**src/rtl/sync_pick_pkg.sv**
```systemverilog
// Shared types and defaults for the sync frame picker.
//   state_e        : picker FSM state encoding
//   SYNC_WORD_DEF  : default preamble word
//   MARK_WORD_DEF  : default marker word that follows the preamble
package sync_pick_pkg;

  typedef enum logic [2:0] {
    eIDLE,
    eSYNC,
    eMARK,
    eCNTL,
    ePIX
  } state_e;

  localparam logic [15:0] SYNC_WORD_DEF = 16'hFFFF;
  localparam logic [15:0] MARK_WORD_DEF = 16'hAAAA;

endpackage

```
**src/rtl/sync_frame_picker_if.sv**
```systemverilog
// Word stream in / pixel stream out bundle of the sync frame picker.
//   din_valid, din  : raw sensor words from upstream
//   din_ready       : picker accepts din this cycle
//   out_ready       : downstream can take a pixel
//   push, pixel_data: pixel beat to downstream (pixel_data is 0 when push is low)
// master = stream source/sink side, slave = the picker.
interface sync_frame_picker_if #(
  parameter int unsigned DW = 16
);
  logic          din_valid;
  logic [DW-1:0] din;
  logic          din_ready;
  logic          out_ready;
  logic          push;
  logic [DW-1:0] pixel_data;

  modport master (
    output din_valid, din, out_ready,
    input  din_ready, push, pixel_data
  );

  modport slave (
    input  din_valid, din, out_ready,
    output din_ready, push, pixel_data
  );
endinterface

```
**src/rtl/pick_timeout.sv**
```systemverilog
// Header timeout counter.
//   CLK, nRST : clock, asynchronous active-low reset
//   clr       : restart the count from 0
//   en        : count this cycle; when low the counter is held at 0
//   expire    : counter has reached TIMEOUT-1 while enabled
module pick_timeout #(
  parameter int unsigned TIMEOUT = 50000000
) (
  input  logic CLK,
  input  logic nRST,
  input  logic clr,
  input  logic en,
  output logic expire
);

  localparam int unsigned TW = (TIMEOUT > 1) ? $clog2(TIMEOUT) : 1;

  logic [TW-1:0] cnt_q, cnt_d;

  always_comb begin
    expire = en && (cnt_q == TW'(TIMEOUT - 1));
    cnt_d  = (clr || !en || expire) ? '0 : cnt_q + 1'b1;
  end

  always_ff @(posedge CLK or negedge nRST) begin
    if (!nRST) cnt_q <= '0;
    else       cnt_q <= cnt_d;
  end

endmodule

```
**src/rtl/sync_frame_picker.sv**
```systemverilog
// Hunts SYNC_LEN x SYNC_WORD followed by MARK_WORD, reads a control word carrying the
// pixel count, then forwards exactly that many pixels with valid/ready flow control.
//   CLK, nRST   : clock, asynchronous active-low reset
//   go          : start a hunt (sampled in eIDLE only)
//   cont        : re-arm the hunt after a frame or length error instead of idling
//   bus         : word input / pixel output stream (slave side)
//   busy        : state is not eIDLE
//   done        : 1-cycle pulse after the last pixel beat
//   err_len     : 1-cycle pulse, control word length 0 or above MAX_PIX
//   err_timeout : 1-cycle pulse, header not completed within TIMEOUT cycles
//   frame_cnt   : completed frames, wrapping
module sync_frame_picker
  import sync_pick_pkg::*;
#(
  parameter int unsigned   DW        = 16,
  parameter logic [DW-1:0] SYNC_WORD = DW'(SYNC_WORD_DEF),
  parameter int unsigned   SYNC_LEN  = 2,
  parameter logic [DW-1:0] MARK_WORD = DW'(MARK_WORD_DEF),
  parameter int unsigned   MAX_PIX   = 1024,
  parameter int unsigned   CNT_W     = $clog2(MAX_PIX + 1),
  parameter int unsigned   TIMEOUT   = 50000000
) (
  input  logic                 CLK,
  input  logic                 nRST,
  input  logic                 go,
  input  logic                 cont,
  sync_frame_picker_if.slave   bus,
  output logic                 busy,
  output logic                 done,
  output logic                 err_len,
  output logic                 err_timeout,
  output logic [15:0]          frame_cnt
);

  state_e             state;
  logic [2:0]         sync_idx;
  logic [CNT_W-1:0]   rem;
  logic [CNT_W-1:0]   len;
  logic               ready;
  logic               acc;
  logic               len_bad;
  logic               last_beat;
  logic               rearm;
  logic               tmo_en;
  logic               tmo_clr;
  logic               expire;

  always_comb begin
    len       = bus.din[CNT_W-1:0];
    len_bad   = (len == '0) || (32'(len) > MAX_PIX);
    unique case (state)
      eSYNC, eMARK, eCNTL: ready = 1'b1;
      ePIX:                ready = bus.out_ready;
      default:             ready = 1'b0;
    endcase
    acc            = bus.din_valid && ready;
    bus.din_ready  = ready;
    bus.push       = (state == ePIX) && acc;
    bus.pixel_data = bus.push ? bus.din : '0;
    last_beat      = (state == ePIX) && acc && (rem == CNT_W'(1));
    rearm          = ((state == eCNTL) && acc && len_bad) || last_beat;
    tmo_en         = (state == eSYNC) || (state == eMARK) || (state == eCNTL);
    tmo_clr        = ((state == eIDLE) && go) || (rearm && cont);
    busy           = (state != eIDLE);
  end

  pick_timeout #(
    .TIMEOUT (TIMEOUT)
  ) u_timeout (
    .CLK    (CLK),
    .nRST   (nRST),
    .clr    (tmo_clr),
    .en     (tmo_en),
    .expire (expire)
  );

  always_ff @(posedge CLK or negedge nRST) begin
    if (!nRST) begin
      state       <= eIDLE;
      sync_idx    <= '0;
      rem         <= '0;
      frame_cnt   <= '0;
      done        <= 1'b0;
      err_len     <= 1'b0;
      err_timeout <= 1'b0;
    end else begin
      done        <= 1'b0;
      err_len     <= 1'b0;
      err_timeout <= 1'b0;
      // Timeout beats any word accepted in the same cycle, so it is tested first.
      if (tmo_en && expire) begin
        state       <= eIDLE;
        sync_idx    <= '0;
        err_timeout <= 1'b1;
      end else begin
        case (state)
          eIDLE: begin
            if (go) begin
              state    <= eSYNC;
              sync_idx <= '0;
            end
          end
          eSYNC: begin
            if (acc) begin
              if (bus.din == SYNC_WORD) begin
                if (sync_idx == 3'(SYNC_LEN - 1)) begin
                  state    <= eMARK;
                  sync_idx <= '0;
                end else begin
                  sync_idx <= sync_idx + 3'd1;
                end
              end else begin
                sync_idx <= '0;
              end
            end
          end
          eMARK: begin
            if (acc) begin
              if (bus.din == MARK_WORD) begin
                state <= eCNTL;
              end else if (bus.din != SYNC_WORD) begin
                state    <= eSYNC;
                sync_idx <= '0;
              end
            end
          end
          eCNTL: begin
            if (acc) begin
              if (len_bad) begin
                err_len  <= 1'b1;
                state    <= cont ? eSYNC : eIDLE;
                sync_idx <= '0;
              end else begin
                rem   <= len;
                state <= ePIX;
              end
            end
          end
          ePIX: begin
            if (acc) begin
              if (last_beat) begin
                done      <= 1'b1;
                frame_cnt <= frame_cnt + 16'd1;
                state     <= cont ? eSYNC : eIDLE;
                sync_idx  <= '0;
              end else begin
                rem <= rem - CNT_W'(1);
              end
            end
          end
          default: state <= eIDLE;
        endcase
      end
    end
  end

endmodule
```
**src/flat_wrapper.sv**
```systemverilog
// flat-port wrapper written by rule: the top's interface ports become plain ports
module sync_frame_picker_flat import sync_pick_pkg::*;
#(
  parameter int unsigned   DW        = 16,
  parameter logic [DW-1:0] SYNC_WORD = DW'(SYNC_WORD_DEF),
  parameter int unsigned   SYNC_LEN  = 2,
  parameter logic [DW-1:0] MARK_WORD = DW'(MARK_WORD_DEF),
  parameter int unsigned   MAX_PIX   = 1024,
  parameter int unsigned   CNT_W     = $clog2(MAX_PIX + 1),
  parameter int unsigned   TIMEOUT   = 50000000
)
  (CLK, nRST, go, cont, busy, done, err_len, err_timeout, frame_cnt, bus_din_valid, bus_din, bus_out_ready, bus_din_ready, bus_push, bus_pixel_data);
  sync_frame_picker_if #(.DW(DW)) bus_i ();
  input  logic CLK;
  input  logic nRST;
  input  logic go;
  input  logic cont;
  output logic busy;
  output logic done;
  output logic err_len;
  output logic err_timeout;
  output logic [15:0] frame_cnt;
  input wire logic [$bits(bus_i.din_valid)-1:0] bus_din_valid;
  input wire logic [$bits(bus_i.din)-1:0] bus_din;
  input wire logic [$bits(bus_i.out_ready)-1:0] bus_out_ready;
  output wire logic [$bits(bus_i.din_ready)-1:0] bus_din_ready;
  output wire logic [$bits(bus_i.push)-1:0] bus_push;
  output wire logic [$bits(bus_i.pixel_data)-1:0] bus_pixel_data;
  assign bus_i.din_valid = bus_din_valid;
  assign bus_i.din = bus_din;
  assign bus_i.out_ready = bus_out_ready;
  assign bus_din_ready = bus_i.din_ready;
  assign bus_push = bus_i.push;
  assign bus_pixel_data = bus_i.pixel_data;
  sync_frame_picker #(.DW(DW), .SYNC_WORD(SYNC_WORD), .SYNC_LEN(SYNC_LEN), .MARK_WORD(MARK_WORD), .MAX_PIX(MAX_PIX), .CNT_W(CNT_W), .TIMEOUT(TIMEOUT)) u_core (.CLK(CLK), .nRST(nRST), .go(go), .cont(cont), .bus(bus_i), .busy(busy), .done(done), .err_len(err_len), .err_timeout(err_timeout), .frame_cnt(frame_cnt));
endmodule
```
**config.mk**
```make
export PLATFORM = sky130hd
export DESIGN_NAME = sync_frame_picker_flat
export DESIGN_NICKNAME = d
export VERILOG_FILES = /design/src/rtl/sync_pick_pkg.sv /design/src/rtl/sync_frame_picker_if.sv /design/src/rtl/pick_timeout.sv /design/src/rtl/sync_frame_picker.sv /design/src/flat_wrapper.sv
export SDC_FILE = /design/constraint.sdc
export NUM_CORES = 1
export LEC_CHECK = 0
export ABC_CLOCK_PERIOD_IN_PS = 2800
export CAP_MARGIN = 20
export CORE_ASPECT_RATIO = 1.1
export CORE_MARGIN = 5
export CORE_UTILIZATION = 48
export CTS_CLUSTER_SIZE = 30
export DETAILED_ROUTE_END_ITERATION = 12
export HOLD_SLACK_MARGIN = 0.12
export PLACE_DENSITY = 0.79
export REMOVE_ABC_BUFFERS = 1
export SKIP_CTS_REPAIR_TIMING = 1
export SYNTH_ARGS = -nofsm -noshare
export SYNTH_HDL_FRONTEND = slang
export SYNTH_HIERARCHICAL = 1
export SYNTH_SLANG_ARGS = --single-unit
```
**constraint.sdc**
```tcl
create_clock -name CLK -period 2.8 [get_ports CLK]
set_clock_uncertainty 0.05 [all_clocks]
set_input_delay 0.84 -clock CLK [delete_from_list [all_inputs] [get_ports CLK]]
set_output_delay 0.84 -clock CLK [all_outputs]
set_load 0.02 [all_outputs]
```
==> impl_metrics.yaml, run 1 <==
outcome:
  status: "completed"
power_and_ir_drop:
  p_per_area_nw_per_um2: 671.6
  peakVddDrop_mv: 0.2915
  combPwrFrac_pct: 36.0
  p_clk_share_pct: 30.6
  switching_share_pct: 33.11
  p_leak_nw: 2.387
  switchingPower_mw: 1.154
  p_int_mw: 2.331
  seq_power_share_pct: 33.4
clock_network:
  cts_made_buffers: 9
  clk_pin_slew_ns: 0.07
  cts-root-buf: "clkbuf_8"
  clock_path_buffers: 2
  cts_tree: "yes"
  htree_levels: 3
  cts.sinks: 62
  clock_latency_ns: 0.34
setup_path:
  cp-start-kind: "primary input"
  cp_num_buf_inv: 3
  cp_slowest_cell: "clkdlybuf4s50_1"
  worstPathRequired_ns: 1.91
  reg2reg_setup_slack_ns: 0.14
  rr_worst_depth: 11
  timing.rr.end: "u_core/sync_idx[2]$_DFFE_PN0P_"
  crit_fanout: 20
  path_class: "primary input to primary output"
  slowest_delay_ns: 0.45
  cp.arrival_ns: 1.86
  critPathTopFamily: "buffers and inverters"
  r2r-start: "u_core/u_timeout/cnt_q[9]$_DFF_PN0_"
  end_kind: "primary output"
  crit_path_frequent_cell: "buf_4"
  timing.critical_path.cells: "clkdlybuf4s50_1 -> buf_4 -> and3_1 -> buf_4"
  crit_cells: 4
route:
  routedWlPerCell_um: 16.29
  drc: 0
  post_drt_via_cell_ratio: 5.909
  first_pass_iters: 5
  drtIter0Drc: 140
  ant_nets: 0
  num_vias: 3646
  drt_wl_total_um: 10050
grt:
  grt_pass1_vias: 3506
  grt_antenna_before_repair: 0
  grt.total_usage_pct: 20.75
  grt_max_degree: 63
  grt_first_pass_wirelength_um: 15750
  overflow: 0
timing:
  setup_violations: 0
  setup_ws_ns: 0.05485
  whs_ns: 0.4176
  hold_violations: 0
  fmax_mhz: 364.3
  fin_crit_ns: 2.745
  relSlewSlack_pct: 48.24
  tns_ns: 0
  tightestPinTransition_ns: 0.7763
  post-route-period-util_pct: 98.04
  report.final.slew_viol_count: 0
die:
  core_area_um2: 7391
  rows: 33
  dieArea_um2: 9354
  die_h_um: 100.9
  die_w_um: 92.67
  start_util_pct: 48.82
  pin_count: 60
yosys:
  synth_simple_gate_area_share_pct: 31.17
  yosysWarnings: 6
  seq_area_frac_synth_pct: 43.00
  synthCells: 399
  synth-edff-count: 0
  netlist_area_um2: 3608
  synth-seq-cells: 62
  synth_ff_type: "dfrtp_1"
  synth_top_family_by_area: "simple AND/OR/NAND/NOR gates"
  async_flop_share_pct: 100.0
  synthAdderAreaFrac_pct: 1.387
  synth_compound_area_share_pct: 13.14
  synthMuxAreaShare_pct: 1.110
  synth_area_per_cell_um2: 9.044
  yosys.cell_types.count: 54
  synth_xor_area_share_pct: 7.039
final_layout:
  final_core_util_pct: 70.20
  layout_commonest_cell: "buf_4"
  final_nets: 551
  finalNonFillerCells: 617
  layout_common_cells: "buf_4, dfrtp_1, nand2_1"
  n_antenna_cell: 0
  synthToLayoutAreaGrowth_pct: 43.79
  layout-drive-gt1-share_pct: 27.36
job:
  cap_violations: 0
placed_design:
  pre_cts_ws_ns: -0.7062
  io_buffers: 59
  gp_congestion: 0.8466
  dp.cells: 591
  dp_hpwl_um: 6968
hold_path:
  min-delay-start: "u_core/frame_cnt[15]$_DFFE_PN0P_"
  min_to: "u_core/frame_cnt[15]$_DFFE_PN0P_"
  min_path_type: "register to register"
  holdPathStages: 1
cell usage after synthesis, types with 2 or more instances:
cell | n | area, µm²
dfrtp_1 | 62 | 1551
nand2_1 | 38 | 142.6
nor2_1 | 33 | 123.9
and3_1 | 25 | 156.4
nand4_1 | 22 | 137.6
o21ai_0 | 21 | 105.1
nand3_1 | 20 | 100.1
a21oi_1 | 19 | 95.09
xnor2_1 | 18 | 157.7
clkbuf_1 | 11 | 41.29
inv_1 | 11 | 41.29
nor3_1 | 11 | 55.05
or3_1 | 11 | 68.82
xor2_1 | 11 | 96.34
a22o_1 | 8 | 70.07
nor4_1 | 7 | 43.79
and2_1 | 6 | 37.54
and4_1 | 4 | 35.03
buf_2 | 4 | 20.02
ha_1 | 4 | 50.05
mux2i_1 | 4 | 40.04
nand4b_1 | 3 | 26.28
nor4b_1 | 3 | 26.28
o21ai_1 | 3 | 15.01
o31ai_1 | 3 | 22.52
a31o_2 | 2 | 17.52
a31oi_1 | 2 | 12.51
nand2b_1 | 2 | 12.51
nor2b_1 | 2 | 12.51
nor3b_1 | 2 | 15.01
nor4bb_1 | 2 | 20.02
or2_2 | 2 | 12.51
or4_1 | 2 | 15.01
power groups by stage:
| stage | logic (mW) | clock network, mW | registers [mW] |
|---|---|---|---|
| final | 1.25 | 1.07 | 1.17 |
| after global routing | 1.36 | 1.12 | 1.18 |
| after CTS | 1.09 | 1.08 | 1.16 |
| after detailed placement | 1.09 | 0 | 1.17 |
| after global placement | 1.06 | 0 | 1.17 |
| after floorplan | 0.574 | 0 | 1.16 |
kinds of logic (layout without fill, tap and decap cells):
family	after synthesis	after routing
and+or+nand+nor	202	202
AOI/OAI and AO/OA	71	71
DFF	62	62
xor gates and xnor gates	29	29
buffers and inverters	27	158
adders and majority gates	4	4
muxes	4	4
stage by stage:
step,area (µm²),power (mW)
floorplan,3536,1.737
global placement,4715,2.227
detailed placement,4715,2.257
CTS,4984,3.329
global route,5189,3.656
finish,5189,3.485
registers in the layout, summed over array words and instances, names as in the netlist:
| register | cells |
|---|---|
| u_core/err_len | 1 |
| u_core/frame_cnt | 16 |
| u_core/rem | 11 |
| u_core/err_timeout | 1 |
| u_core/done | 1 |
| u_core/state | 3 |
| u_core/sync_idx | 3 |
| u_core/u_timeout/cnt_q | 26 |
per-layer routing:
layer / track usage, % / share of wire (%) / up-vias
met5: 0 / 0 / -
met3: 4.332 / 6.7 / 17
met2: 35.27 / 51 / 157
met1: 26.59 / 41 / 1752
met4: 6.539 / 1.6 / 0
li1: - / - / 1720
worst max path at each step:
stage | from | slack (ns) | to
CTS | bus_out_ready | -0.71 | bus_din_ready
floorplan | bus_out_ready | -0.75 | u_core/rem[2]$_DFFE_PN0P_
finish | bus_din_valid | 0.05 | bus_pixel_data[1]
detailed placement | bus_out_ready | -0.71 | bus_pixel_data[10]
global route | bus_din[8] | -0.006 | u_core/u_timeout/cnt_q[19]$_DFF_PN0_
global placement | bus_out_ready | -0.65 | bus_din_ready
layout make-up:
type                    count  area [µm²]
fillers                   542        2202
multi-input cells         310        2068
flip-flops and latches     62        1554
repair buffers            131        1147
clock inverters             7       145.1
clock buffers               9       123.9
well taps                  87       108.9
inverters                  11       41.29
Power figures use the tool's default switching activity.
==> run 2: changes to the inputs <==
--- a/config.mk
+++ b/config.mk
@@ -9,11 +9,12 @@
 export CAP_MARGIN = 20
 export CORE_ASPECT_RATIO = 1.1
 export CORE_MARGIN = 5
-export CORE_UTILIZATION = 48
+export CORE_UTILIZATION = 50
 export CTS_CLUSTER_SIZE = 30
 export DETAILED_ROUTE_END_ITERATION = 12
+export DONT_BUFFER_PORTS = 1
 export HOLD_SLACK_MARGIN = 0.12
-export PLACE_DENSITY = 0.79
+export PLACE_DENSITY = 0.71
 export REMOVE_ABC_BUFFERS = 1
 export SKIP_CTS_REPAIR_TIMING = 1
 export SYNTH_ARGS = -nofsm -noshare
==> impl_metrics.yaml, run 2 (synthesis gave the netlist of run 1 again) <==
route:
  routedWlPerCell_um: 16.67
  first_pass_iters: 4
  post_drt_via_cell_ratio: 6.029
  drtIter0Drc: 137
  drt_wl_total_um: 8686
  num_vias: 3141
  drc: 0
  ant_nets: 0
outcome:
  status: "completed"
timing:
  setup_violations: 0
  fin_crit_ns: 2.646
  relSlewSlack_pct: 65.76
  fmax_mhz: 377.9
  post-route-period-util_pct: 94.50
  whs_ns: 0.3164
  report.final.slew_viol_count: 0
  hold_violations: 0
  tns_ns: 0
  tightestPinTransition_ns: 0.5124
setup_path:
  worstPathRequired_ns: 3.01
  path_class: "register to register"
  cp.arrival_ns: 2.85
  cp-start-kind: "register"
  crit_fanout: 3
  end_kind: "register"
clock_network:
  cts_made_buffers: 9
  clk_pin_slew_ns: 0.07
  cts_tree: "yes"
  clock_latency_ns: 0.34
  htree_levels: 3
  cts.sinks: 62
  cts-root-buf: "clkbuf_8"
  clock_path_buffers: 2
power_and_ir_drop:
  peakVddDrop_mv: 0.4504
  power.total_mw: 2.920
  p_leak_nw: 1.848
  switchingPower_mw: 1.015
  p_clk_share_pct: 26.1
  p_per_area_nw_per_um2: 695.3
  seq_power_share_pct: 39.9
  switching_share_pct: 34.75
  combPwrFrac_pct: 34.0
  p_int_mw: 1.906
die:
  core_area_um2: 7007
  dieArea_um2: 9018
  rows: 32
  start_util_pct: 51.50
  die_h_um: 99.10
  pin_count: 60
  die_w_um: 91
job:
  cap_violations: 0
placed_design:
  dp_hpwl_um: 6140
  io_buffers: 0
  place_area_um2: 3929
  gp_congestion: 0.8842
final_layout:
  layout.cell_area.non_filler_um2: 4200
  layout_commonest_cell: "dfrtp_1"
  largest_reg_flops: 26
  final_nets: 458
  final_core_util_pct: 59.95
  layout_common_cells: "dfrtp_1, nand2_1, buf_4"
  synthToLayoutAreaGrowth_pct: 16.40
  reg_top3: "u_core/u_timeout/cnt_q x26, u_core/frame_cnt x16, u_core/rem x11"
  layout-drive-gt1-share_pct: 16.28
  largest_register: "u_core/u_timeout/cnt_q"
  n_antenna_cell: 0
grt:
  grt_pass1_vias: 3134
  overflow: 0
  grt.total_usage_pct: 20.09
  grt_antenna_before_repair: 0
  grt_max_degree: 63
  grt_first_pass_wirelength_um: 14830
hold_path:
  min_path_type: "primary input to async pin"
run 2: cell types whose count changed in the layout (fill, tap and decap cells not counted), sizes merged:
cell / previous run / this run
bufinv: 4 / 1
clkbuf: 10 / 11
dlygate4sd3: 0 / 1
clkinv: 1 / 2
clkdlybuf4s50: 30 / 0
buf: 91 / 37
inv: 12 / 11
dlymetal6s2s: 9 / 0
run 2: path summary, 6_finish.rpt:
| kind | from | end | slack (ns) | cells after the start |
|---|---|---|---|---|
| setup / recovery | u_core/u_timeout/cnt_q[10]$_DFF_PN0_ | u_core/sync_idx[2]$_DFFE_PN0P_ | 0.15 | 10 |
| hold / removal | nRST | u_core/u_timeout/cnt_q[21]$_DFF_PN0_ | 0.32 | 1 |
| setup reg to reg | u_core/u_timeout/cnt_q[10]$_DFF_PN0_ | u_core/sync_idx[2]$_DFFE_PN0P_ | 0.15 | 10 |
| hold reg to reg | u_core/sync_idx[2]$_DFFE_PN0P_ | u_core/sync_idx[2]$_DFFE_PN0P_ | 0.46 | 1 |
| max in group asynchronous | nRST | u_core/u_timeout/cnt_q[3]$_DFF_PN0_ | 1.79 | 1 |
| min in group CLK | u_core/sync_idx[2]$_DFFE_PN0P_ | u_core/sync_idx[2]$_DFFE_PN0P_ | 0.46 | 1 |
run 2: per-layer routing:
layer	GRT usage [%]	wire length (µm)	up-vias	part of all wire (%)
met3	7.110	626	18	7.2
met1	25.78	3813	1500	44
met2	31.63	4095	102	47
met4	6.885	151	0	1.7
li1	-	-	1521	-
met5	0	0	-	0
run 2: critical path, stage by stage, from the launching register on:
cell and delay (ns):
dfrtp_1 0.39, nor4b_2 0.33, nand4_1 0.23, nor3_2 0.25, buf_4 0.16, nand4bb_1 0.17
nor2_1 0.06, mux2i_1 0.21, nand4_1 0.15, or2_2 0.34, o31ai_1 0.22
run 2: cell type report:
type	count	area [µm²]
fill	584	2806
multi-input combinational	310	1979
sequential	62	1551
timing repair buffer	38	332.8
clock buffer	11	141.4
tap	85	106.4
clock inverter	4	47.55
inverter	11	41.29
run 2: stage by stage:
step	std cells	setup slack [ns]
floorplan	383	-0.7530
global placement	502	-0.05781
detailed placement	502	-0.1300
CTS	517	-0.02125
global route	521	-0.02224
finish	521	0.1539
run 2: power by group through the flow:
stage / logic (mW) / registers (mW) / clock network, mW
2_1_floorplan: 0.574 / 1.16 / 0
5_1_grt: 1.12 / 1.19 / 0.828
3_3_place_gp: 0.937 / 1.17 / 0
6_report: 0.993 / 1.16 / 0.763
4_1_cts: 0.961 / 1.16 / 0.788
3_5_place_dp: 0.960 / 1.17 / 0
==> run 3: changes to the inputs <==
--- a/config.mk
+++ b/config.mk
@@ -10,6 +10,7 @@
 export CORE_ASPECT_RATIO = 1.1
 export CORE_MARGIN = 5
 export CORE_UTILIZATION = 50
+export CTS_CLUSTER_DIAMETER = 30
 export CTS_CLUSTER_SIZE = 30
 export DETAILED_ROUTE_END_ITERATION = 12
 export DONT_BUFFER_PORTS = 1
==> results of run 3 <==
The final DEF is identical to that of run 2; final timing and power are the same.
